## config.mk

```make
export PLATFORM = sky130hd
export DESIGN_NAME = alu_ft
export DESIGN_NICKNAME = d
export VERILOG_FILES = /design/src/rtl/alu_ft.sv
export SDC_FILE = /design/constraint.sdc
export NUM_CORES = 1
export LEC_CHECK = 0
export CAP_MARGIN = 40
export CORE_UTILIZATION = 41
export DETAILED_ROUTE_END_ITERATION = 7
export SYNTH_ARGS = -nofsm -noshare
export SYNTH_HDL_FRONTEND = slang
export SYNTH_SLANG_ARGS = --single-unit
```

## constraint.sdc

```tcl
create_clock -name clk -period 6.8 [get_ports clk]
set_clock_uncertainty 0.1 [all_clocks]
set_input_delay 0.68 -clock clk [delete_from_list [all_inputs] [get_ports clk]]
set_output_delay 0.68 -clock clk [all_outputs]
set_load 0.005 [all_outputs]
```

## src/rtl/alu_ft.sv

```systemverilog
// alu_ft: time-redundant fault-tolerant ALU.
// A combinational core ALU is evaluated on two consecutive clock edges
// with the same operands. When both runs agree, the result is published.
// When they disagree, a third run is taken and the outputs are a bitwise
// majority vote of the three.
// Build option: define ALU_FT_STICKY_FAULT_EN to make fault_detected_out
// stay set until reset instead of tracking only the latest sequence.

module alu_ft_core #(
  parameter int WIDTH = 32
) (
  input  logic [WIDTH-1:0] A,
  input  logic [WIDTH-1:0] B,
  input  logic [2:0]       ALUControl,
  output logic [WIDTH-1:0] Result,
  output logic             Carry,
  output logic             OverFlow
);

  logic signed [WIDTH-1:0] a_s;
  logic signed [WIDTH-1:0] b_s;
  logic        [WIDTH:0]   sum_ext;
  logic        [WIDTH:0]   diff_ext;
  logic                    add_ovf;
  logic                    sub_ovf;

  assign a_s = $signed(A);
  assign b_s = $signed(B);

  // Subtraction as A + ~B + 1, so the extra top bit is the no-borrow flag.
  assign sum_ext  = {1'b0, A} + {1'b0, B};
  assign diff_ext = {1'b0, A} + {1'b0, ~B} + {{WIDTH{1'b0}}, 1'b1};

  // Overflow when operand signs make the true result unrepresentable.
  assign add_ovf = (A[WIDTH-1] == B[WIDTH-1]) && (sum_ext[WIDTH-1]  != A[WIDTH-1]);
  assign sub_ovf = (A[WIDTH-1] != B[WIDTH-1]) && (diff_ext[WIDTH-1] != A[WIDTH-1]);

  // Operation decode; flags only meaningful for ADD and SUB.
  always_comb begin
    Result   = '0;
    Carry    = 1'b0;
    OverFlow = 1'b0;
    case (ALUControl)
      3'b000: Result = A & B;
      3'b001: Result = A | B;
      3'b010: begin
        Result   = sum_ext[WIDTH-1:0];
        Carry    = sum_ext[WIDTH];
        OverFlow = add_ovf;
      end
      3'b011: Result = A ^ B;
      3'b100: Result = ~(A | B);
      3'b101: Result = {{(WIDTH-1){1'b0}}, (A < B)};
      3'b110: begin
        Result   = diff_ext[WIDTH-1:0];
        Carry    = diff_ext[WIDTH];
        OverFlow = sub_ovf;
      end
      3'b111: Result = {{(WIDTH-1){1'b0}}, (a_s < b_s)};
      default: Result = '0;
    endcase
  end

endmodule

module alu_ft #(
  parameter int WIDTH = 32
) (
  input  logic             clk,
  input  logic             rst,
  input  logic [WIDTH-1:0] A,
  input  logic [WIDTH-1:0] B,
  input  logic [2:0]       ALUControl,
  output logic [WIDTH-1:0] Result,
  output logic             Zero,
  output logic             Carry,
  output logic             OverFlow,
  output logic             Negative,
  output logic             fault_detected_out
);

  localparam logic [1:0] T1 = 2'd0;
  localparam logic [1:0] T2 = 2'd1;
  localparam logic [1:0] T3 = 2'd2;

  logic [1:0]       state_q, state_d;

  // Captured runs; names kept stable for external probing.
  logic [WIDTH-1:0] res_t1, res_t2, res_t3;
  logic             res_t1_c, res_t2_c, res_t3_c;
  logic             res_t1_v, res_t2_v, res_t3_v;
  logic [WIDTH-1:0] res_t1_d, res_t2_d, res_t3_d;
  logic             res_t1_c_d, res_t2_c_d, res_t3_c_d;
  logic             res_t1_v_d, res_t2_v_d, res_t3_v_d;

  logic [WIDTH-1:0] result_q, result_d;
  logic             zero_q, zero_d;
  logic             carry_q, carry_d;
  logic             ovf_q, ovf_d;
  logic             neg_q, neg_d;
  logic             fault_q, fault_d;

  logic [WIDTH-1:0] core_res;
  logic             core_c;
  logic             core_v;
  logic [WIDTH-1:0] voted;
  logic             runs_match;

  alu_ft_core #(.WIDTH(WIDTH)) u_alu (
    .A          (A),
    .B          (B),
    .ALUControl (ALUControl),
    .Result     (core_res),
    .Carry      (core_c),
    .OverFlow   (core_v)
  );

  function automatic logic [WIDTH-1:0] maj_vec(input logic [WIDTH-1:0] x,
                                               input logic [WIDTH-1:0] y,
                                               input logic [WIDTH-1:0] z);
    return (x & y) | (x & z) | (y & z);
  endfunction

  function automatic logic maj_bit(input logic x, input logic y, input logic z);
    return (x & y) | (x & z) | (y & z);
  endfunction

  assign runs_match = (core_res == res_t1) && (core_c == res_t1_c) && (core_v == res_t1_v);

  // Sequence control: capture run 1, compare run 2, vote with run 3 on mismatch.
  always_comb begin
    state_d    = state_q;
    res_t1_d   = res_t1;
    res_t1_c_d = res_t1_c;
    res_t1_v_d = res_t1_v;
    res_t2_d   = res_t2;
    res_t2_c_d = res_t2_c;
    res_t2_v_d = res_t2_v;
    res_t3_d   = res_t3;
    res_t3_c_d = res_t3_c;
    res_t3_v_d = res_t3_v;
    result_d   = result_q;
    zero_d     = zero_q;
    carry_d    = carry_q;
    ovf_d      = ovf_q;
    neg_d      = neg_q;
    fault_d    = fault_q;
    voted      = '0;
    case (state_q)
      T1: begin
        res_t1_d   = core_res;
        res_t1_c_d = core_c;
        res_t1_v_d = core_v;
        state_d    = T2;
      end
      T2: begin
        res_t2_d   = core_res;
        res_t2_c_d = core_c;
        res_t2_v_d = core_v;
        if (runs_match) begin
          result_d = core_res;
          carry_d  = core_c;
          ovf_d    = core_v;
          zero_d   = (core_res == '0);
          neg_d    = core_res[WIDTH-1];
`ifdef ALU_FT_STICKY_FAULT_EN
          fault_d  = fault_q;
`else
          fault_d  = 1'b0;
`endif
          state_d  = T1;
        end else begin
          state_d  = T3;
        end
      end
      T3: begin
        res_t3_d   = core_res;
        res_t3_c_d = core_c;
        res_t3_v_d = core_v;
        // Vote on this edge's core output directly; it is what res_t3 captures.
        voted      = maj_vec(res_t1, res_t2, core_res);
        result_d   = voted;
        carry_d    = maj_bit(res_t1_c, res_t2_c, core_c);
        ovf_d      = maj_bit(res_t1_v, res_t2_v, core_v);
        zero_d     = (voted == '0);
        neg_d      = voted[WIDTH-1];
        fault_d    = 1'b1;
        state_d    = T1;
      end
      default: state_d = T1;
    endcase
  end

  // State and output registers; reset discards any sequence in flight.
  always_ff @(posedge clk) begin
    if (rst) begin
      state_q  <= T1;
      res_t1   <= '0;
      res_t1_c <= 1'b0;
      res_t1_v <= 1'b0;
      res_t2   <= '0;
      res_t2_c <= 1'b0;
      res_t2_v <= 1'b0;
      res_t3   <= '0;
      res_t3_c <= 1'b0;
      res_t3_v <= 1'b0;
      result_q <= '0;
      zero_q   <= 1'b0;
      carry_q  <= 1'b0;
      ovf_q    <= 1'b0;
      neg_q    <= 1'b0;
      fault_q  <= 1'b0;
    end else begin
      state_q  <= state_d;
      res_t1   <= res_t1_d;
      res_t1_c <= res_t1_c_d;
      res_t1_v <= res_t1_v_d;
      res_t2   <= res_t2_d;
      res_t2_c <= res_t2_c_d;
      res_t2_v <= res_t2_v_d;
      res_t3   <= res_t3_d;
      res_t3_c <= res_t3_c_d;
      res_t3_v <= res_t3_v_d;
      result_q <= result_d;
      zero_q   <= zero_d;
      carry_q  <= carry_d;
      ovf_q    <= ovf_d;
      neg_q    <= neg_d;
      fault_q  <= fault_d;
    end
  end

  assign Result             = result_q;
  assign Zero               = zero_q;
  assign Carry              = carry_q;
  assign OverFlow           = ovf_q;
  assign Negative           = neg_q;
  assign fault_detected_out = fault_q;

endmodule

```

Word-level counts from Yosys, hierarchy flattened
Index checks and enable logic that the tools add are counted.
Word-level totals
  register bits: 107
  bits of input ports: 69
  logic and storage cells: 82
Operators by class
  add/sub/neg operators: 3
  order comparisons: 2
  equality and inequality tests: 17
  muxes and demuxes: 17
  bitwise operators: 20
  reduce and logical (&&, ||, !) cells: 10
Operators with widths (count)
  $pmux 32 s8: 1
  $and 32x32->32: 4
  $or 32x32->32: 3
  $add 32x32->33: 2
  $logic_not 32->1: 2
  $lt 32x32->1: 2
  $not 32->32: 2
  $pmux 32 s2: 1
  $add 33x1->33 const B: 1
  $eq 32x32->1: 1
  $mux 32: 1
  $xor 32x32->32: 1
  $pmux 1 s2: 7
  $eq 3x3->1 const B: 4
  $and 1x1->1: 6
  $eq 3x2->1 const B: 2
  $mux 1: 5
  $logic_and 1x1->1: 4
  $or 1x1->1: 4
  $pmux 2 s2: 1
  $eq 1x1->1: 3
  $eq 3x1->1 const B: 1
  $logic_not 3->1: 1
  $ne 1x1->1: 3
  other kinds (7): 7

Longest topological paths before layout
  depth after elaboration: 10
  depth in mapped cells: 27
  gate-level depth less buffers: 27

By module
From an unflattened synthesis, not the netlist that was laid out.
Second synthesis, totals
  cells, all modules: 1535
  area total of the unflattened synthesis: 10950.5 µm²
Modules (own cells, without submodules)
  alu_ft_core: times used 1, cells an instance 890, area each 5885.6 µm², sequential area each 0.0 µm²
  alu_ft: times used 1, cells an instance 645, area each 5064.9 µm², sequential area each 2122.0 µm²

Worst setup path before layout
OpenSTA, ideal clock, no wires.
  path type: input -> register
  start point: input port A[0]
  end point: register zero_q (netlist: Zero)
  data arrival time: 5413 ps
  required time: 6631 ps
  path slack: 1218 ps
  stages: 25
  path buffers: 0
  cells stage by stage: inv_1 ha_1 inv_1 fa_1 nor2b_2 o311ai_4 a211oi_1 o31ai_2 o211ai_1 a21oi_1 o32ai_1 a31oi_1 inv_1 ha_1 nor4_1 nand3_1 nor4_1 nor2_1 nor4_1 or4b_1 nor4_2 nand4_1 nor4_1 a21oi_1 o21ai_1
Between the ends
  elaborated cells between the ends (all ways): 31
  classes of those cells: add/sub (3); order compare (2); eq/ne (6); mux (5); bitwise (8); reduce/logical (7)
RTL lines
  start, declared: line 71  | input logic [WIDTH-1:0] A,
  $add 32x32->33: line 32  | assign diff_ext = {1'b0, A} + {1'b0, ~B} + {{WIDTH{1'b0}}, 1'b1};
  $add 33x1->33: line 32
  $pmux 32 s8 *: line 43  | case (ALUControl)
  net core_res[26]: line 103  | logic [WIDTH-1:0] core_res;
  $and 32x32->32 or $eq 32x32->1 (tied branches): line 121, 128
  $or 32x32->32 or $logic_and 1x1->1 (tied branches) (2 in series): line 121, 128
  $logic_not 32->1 or $ne 2x2->1 (tied branches)
  $pmux 1 s2 or $reduce_and 2->1 (tied branches)
  end signal, assigned: line 225  | zero_q <= zero_d;
  end, declared: line 97  | logic zero_q, zero_d;
Mark *: on every way through the listed nets, which the timed path passes. The rest lies on a longest branch. The select of a mux whose other input is x is not followed.
A chain may end at the register's enable or synchronous reset.

Worst setup path in the final report
  start point: input port B[0]
  end point: register zero_q (netlist: Zero)
Between the ends
  elaborated cells between the ends (all ways): 32
  classes of those cells: add/sub (3); order compare (2); eq/ne (6); mux (5); bitwise (9); reduce/logical (7)
RTL lines
  start, declared: line 72  | input logic [WIDTH-1:0] B,
  $not 32->32: line 32
  $add 32x32->33: line 32
  $add 33x1->33: line 32
  $pmux 32 s8 *: line 43
  net core_res[24]: line 103
  $and 32x32->32 or $eq 32x32->1 (tied branches): line 121, 128
  $or 32x32->32 or $logic_and 1x1->1 (tied branches) (2 in series): line 121, 128
  $logic_not 32->1 or $ne 2x2->1 (tied branches)
  $pmux 1 s2 or $reduce_and 2->1 (tied branches)
Marked as above.

==> results.toml <==
[floorplan]
rows = 60
initial_core_util = 0.422
die_h_um = 170
die_area_um2 = 28800
pin_count = 106
core_um2 = 27300
die-width_um = 170

[yosys]
avgSynthCellArea_um2 = 7.02
syn_inst = 1641
synth_nets = 1843
synth_flop_cell = "dfxtp_1"
ys_seq_area_frac = 0.184
async_flop_share = 0
syn_area_um2 = 11500
yosysWarnings = 0
ys_types = 104
synth_seq_cells = 106
synth_edf_count = 0

[grt]
grt_antenna_before_repair = 0
grt_pass1_wl_um = 71600
grt_use_total = 0.320
grt_pass1_vias = 12300
grt_max_degree = 67
grt_overflow = 0

[critical_path]
arrival_ns = 6.69
cp-end-kind = "register"
critPathKind = "input port to register"
crit_fanout = 4
cp_data_required_time_ns = 7.00
start_kind = "input port"
rr_worst_depth = 10

[cts]
root_buffer = "clkbuf_16"
clock_sinks = 106
cts_tree = "done"
numCtsBuffers = 9
postCtsHoldBufs = 0
cts.clk_slew.worst_paths_ns = 0.08
cts_buffer_depth = 2
htree_levels = 3
insertion_delay_ns = 0.37

[placement]
port_buffers = 105
placed_cells = 2150
place.gp.congestion = 1.01
place_ws_ns = -0.143
hpwlAfterDp_um = 36100

[power_and_ir_drop]
p_leak_nw = 5.99
finalPower_mw = 2.30
peakVddDrop_mv = 0.122
power_per_cell_area_nw_per_um2 = 164

[finish]
instances_no_fill = 2168
multi_input_area_um2 = 8550
layout-drive-gt1-share = 0.125
fin_util = 0.515
antenna_cells = 0
regArea_um2 = 2120
area_delta_synth_final_pct = 21.9
nFillCells = 2730
final_common_cell = "nor2_1"
nets = 1993
final_cell_mix = "nor2_1, nand2_1, a21oi_1"

[routing]
num_vias = 13200
routed_wl_um = 46200
ant_nets = 0
drtPass1Iterations = 6
wire_per_inst_um = 21.3
vias_per_cell = 6.10
first_iter_violations = 1520
drcViolationCount = 0

[flow_run]
cap_violations = 0

[sta]
rsz0062_at_grt = "no"
fin_ws_ns = 0.311
final_hold_viol_count = 0
layout_min_cycle_time_ns = 6.49
max-slew-margin-rel = 0.401
fmax_ghz = 0.154
drv_slew = 0
worst_slew_pin_slew_ns = 0.899
setup_viol = 0
fin_crit_sh = 0.954

[min_path]
hold_depth = 2
hold_path.class = "register to register"

[status]
status = "completed"
-- repair_timing --
| item | CTS | global route |
|---|---|---|
| setup endpoints to repair | 0 | 1 |
| setup buffers | 0 | 2 |
| hold endpoints to repair | 0 | 0 |
| gates resized for setup | 0 | 8 |
-- worst paths after layout --
check	slack, ns	to	startpoint
min	0.37	res_t2[5]$_SDFFE_PP0P_	res_t2[5]$_SDFFE_PP0P_
min reg2reg	0.37	res_t2[5]$_SDFFE_PP0P_	res_t2[5]$_SDFFE_PP0P_
max reg2reg	3.41	Zero$_SDFFE_PP0P_	state_q[0]$_SDFF_PP0_
max	0.31	Zero$_SDFFE_PP0P_	B[0]
-- synthesized netlist by cell type (5+ instances only) --
cell,instances,share of area
a22oi_1,11,0.0072
o2111ai_1,9,0.0068
clkbuf_1,73,0.024
nand2_1,205,0.067
nor2b_1,17,0.0092
or2_2,7,0.0038
a211o_1,5,0.0038
nand3_1,21,0.0091
nand2b_1,11,0.0060
o21a_1,6,0.0039
a211oi_1,34,0.022
inv_1,111,0.036
o22ai_1,11,0.0060
o31ai_1,21,0.014
a222oi_1,6,0.0052
a21o_1,19,0.012
dfxtp_1,106,0.18
a221oi_1,21,0.016
o21ai_1,12,0.0052
or3_1,9,0.0049
nand4_1,18,0.0098
a22o_1,5,0.0038
nor3_1,51,0.022
a311oi_1,5,0.0038
and3_1,8,0.0043
nor4_1,25,0.014
xnor2_1,16,0.012
nor2_1,212,0.069
a21oi_1,173,0.075
o21bai_1,5,0.0033
mux2i_1,9,0.0078
o211ai_1,21,0.014
buf_2,22,0.0096
and2_1,7,0.0038
a31oi_1,23,0.012
a21oi_2,6,0.0046
ha_1,131,0.14
a221o_1,5,0.0043
o21ai_0,54,0.023
or4_1,11,0.0072
buf_4,8,0.0052
a2111o_1,5,0.0049
-- power breakdown --
part	switching, mW	internal [mW]	leakage [nW]
registers	0.0385	0.665	0.866
clock network	0.270	0.260	0.145
logic	0.648	0.415	4.98
total	0.957	1.34	5.99
-- area by class of cell --
class / count / share of cell area
multi-input combinational: 1312 / 0.610
timing repair buffer: 249 / 0.155
sequential: 106 / 0.151
tap: 372 / 0.0332
inverter: 113 / 0.0302
clock buffer: 9 / 0.0160
clock inverter: 7 / 0.00472
-- per-layer routing --
| layer | wire [um] | share of wire | GRT usage |
|---|---|---|---|
| met1 | 20300 | 0.44 | 0.429 |
| met2 | 21100 | 0.46 | 0.527 |
| met3 | 3440 | 0.074 | 0.0424 |
| met4 | 1410 | 0.030 | 0.105 |
| met5 | 0 | 0 | 0 |
-- sequential cells by signal, indices dropped and copies added, names as in the netlist --
signal              count
state_q                 2
Zero                    1
res_t1_c                1
res_t1                 32
res_t2                 32
res_t1_v                1
fault_detected_out      1
Carry                   1
OverFlow                1
res_t2_c                1
Result                 32
res_t2_v                1
-- cell families after synthesis --
kind of cell | count (synthesis) | share of synthesized area
flops | 106 | 0.184
mux | 10 | 0.00880
buf+inv | 223 | 0.0797
xor+xnor | 17 | 0.0129
fa+ha+maj | 133 | 0.146
simple gates | 628 | 0.250
compound gates | 524 | 0.319
-- worst max-delay path, stage by stage --
cell and delay (ns):
clkdlybuf4s50_1 0.50, ha_1 0.19, inv_1 0.07, fa_1 0.39, nor2b_1 0.19, o2111ai_1 0.16, nand4_1 0.20, a41oi_1 0.29
buf_4 0.25, or4_1 0.46, a311o_1 0.36, o221ai_1 0.13, ha_1 0.34, nor4_4 0.37, nand4_1 0.21, nor4_2 0.22
nor2_1 0.10, nor4_1 0.26, or4b_1 0.48, nor4_2 0.17, nand4_1 0.19, nor4_2 0.29, a21oi_1 0.07, o21ai_1 0.13
-- stage by stage --
step	TNS [ns]	hold WS, ns	area [um2]
4_1_cts	0	0.363	14000
3_5_place_dp	-0.143	0.349	13700
5_1_grt	0	0.383	14000
3_3_place_gp	0	0.342	13600
6_report	0	0.367	14000
2_1_floorplan	0	0.336	11500
(Power assumes the default switching activity.)
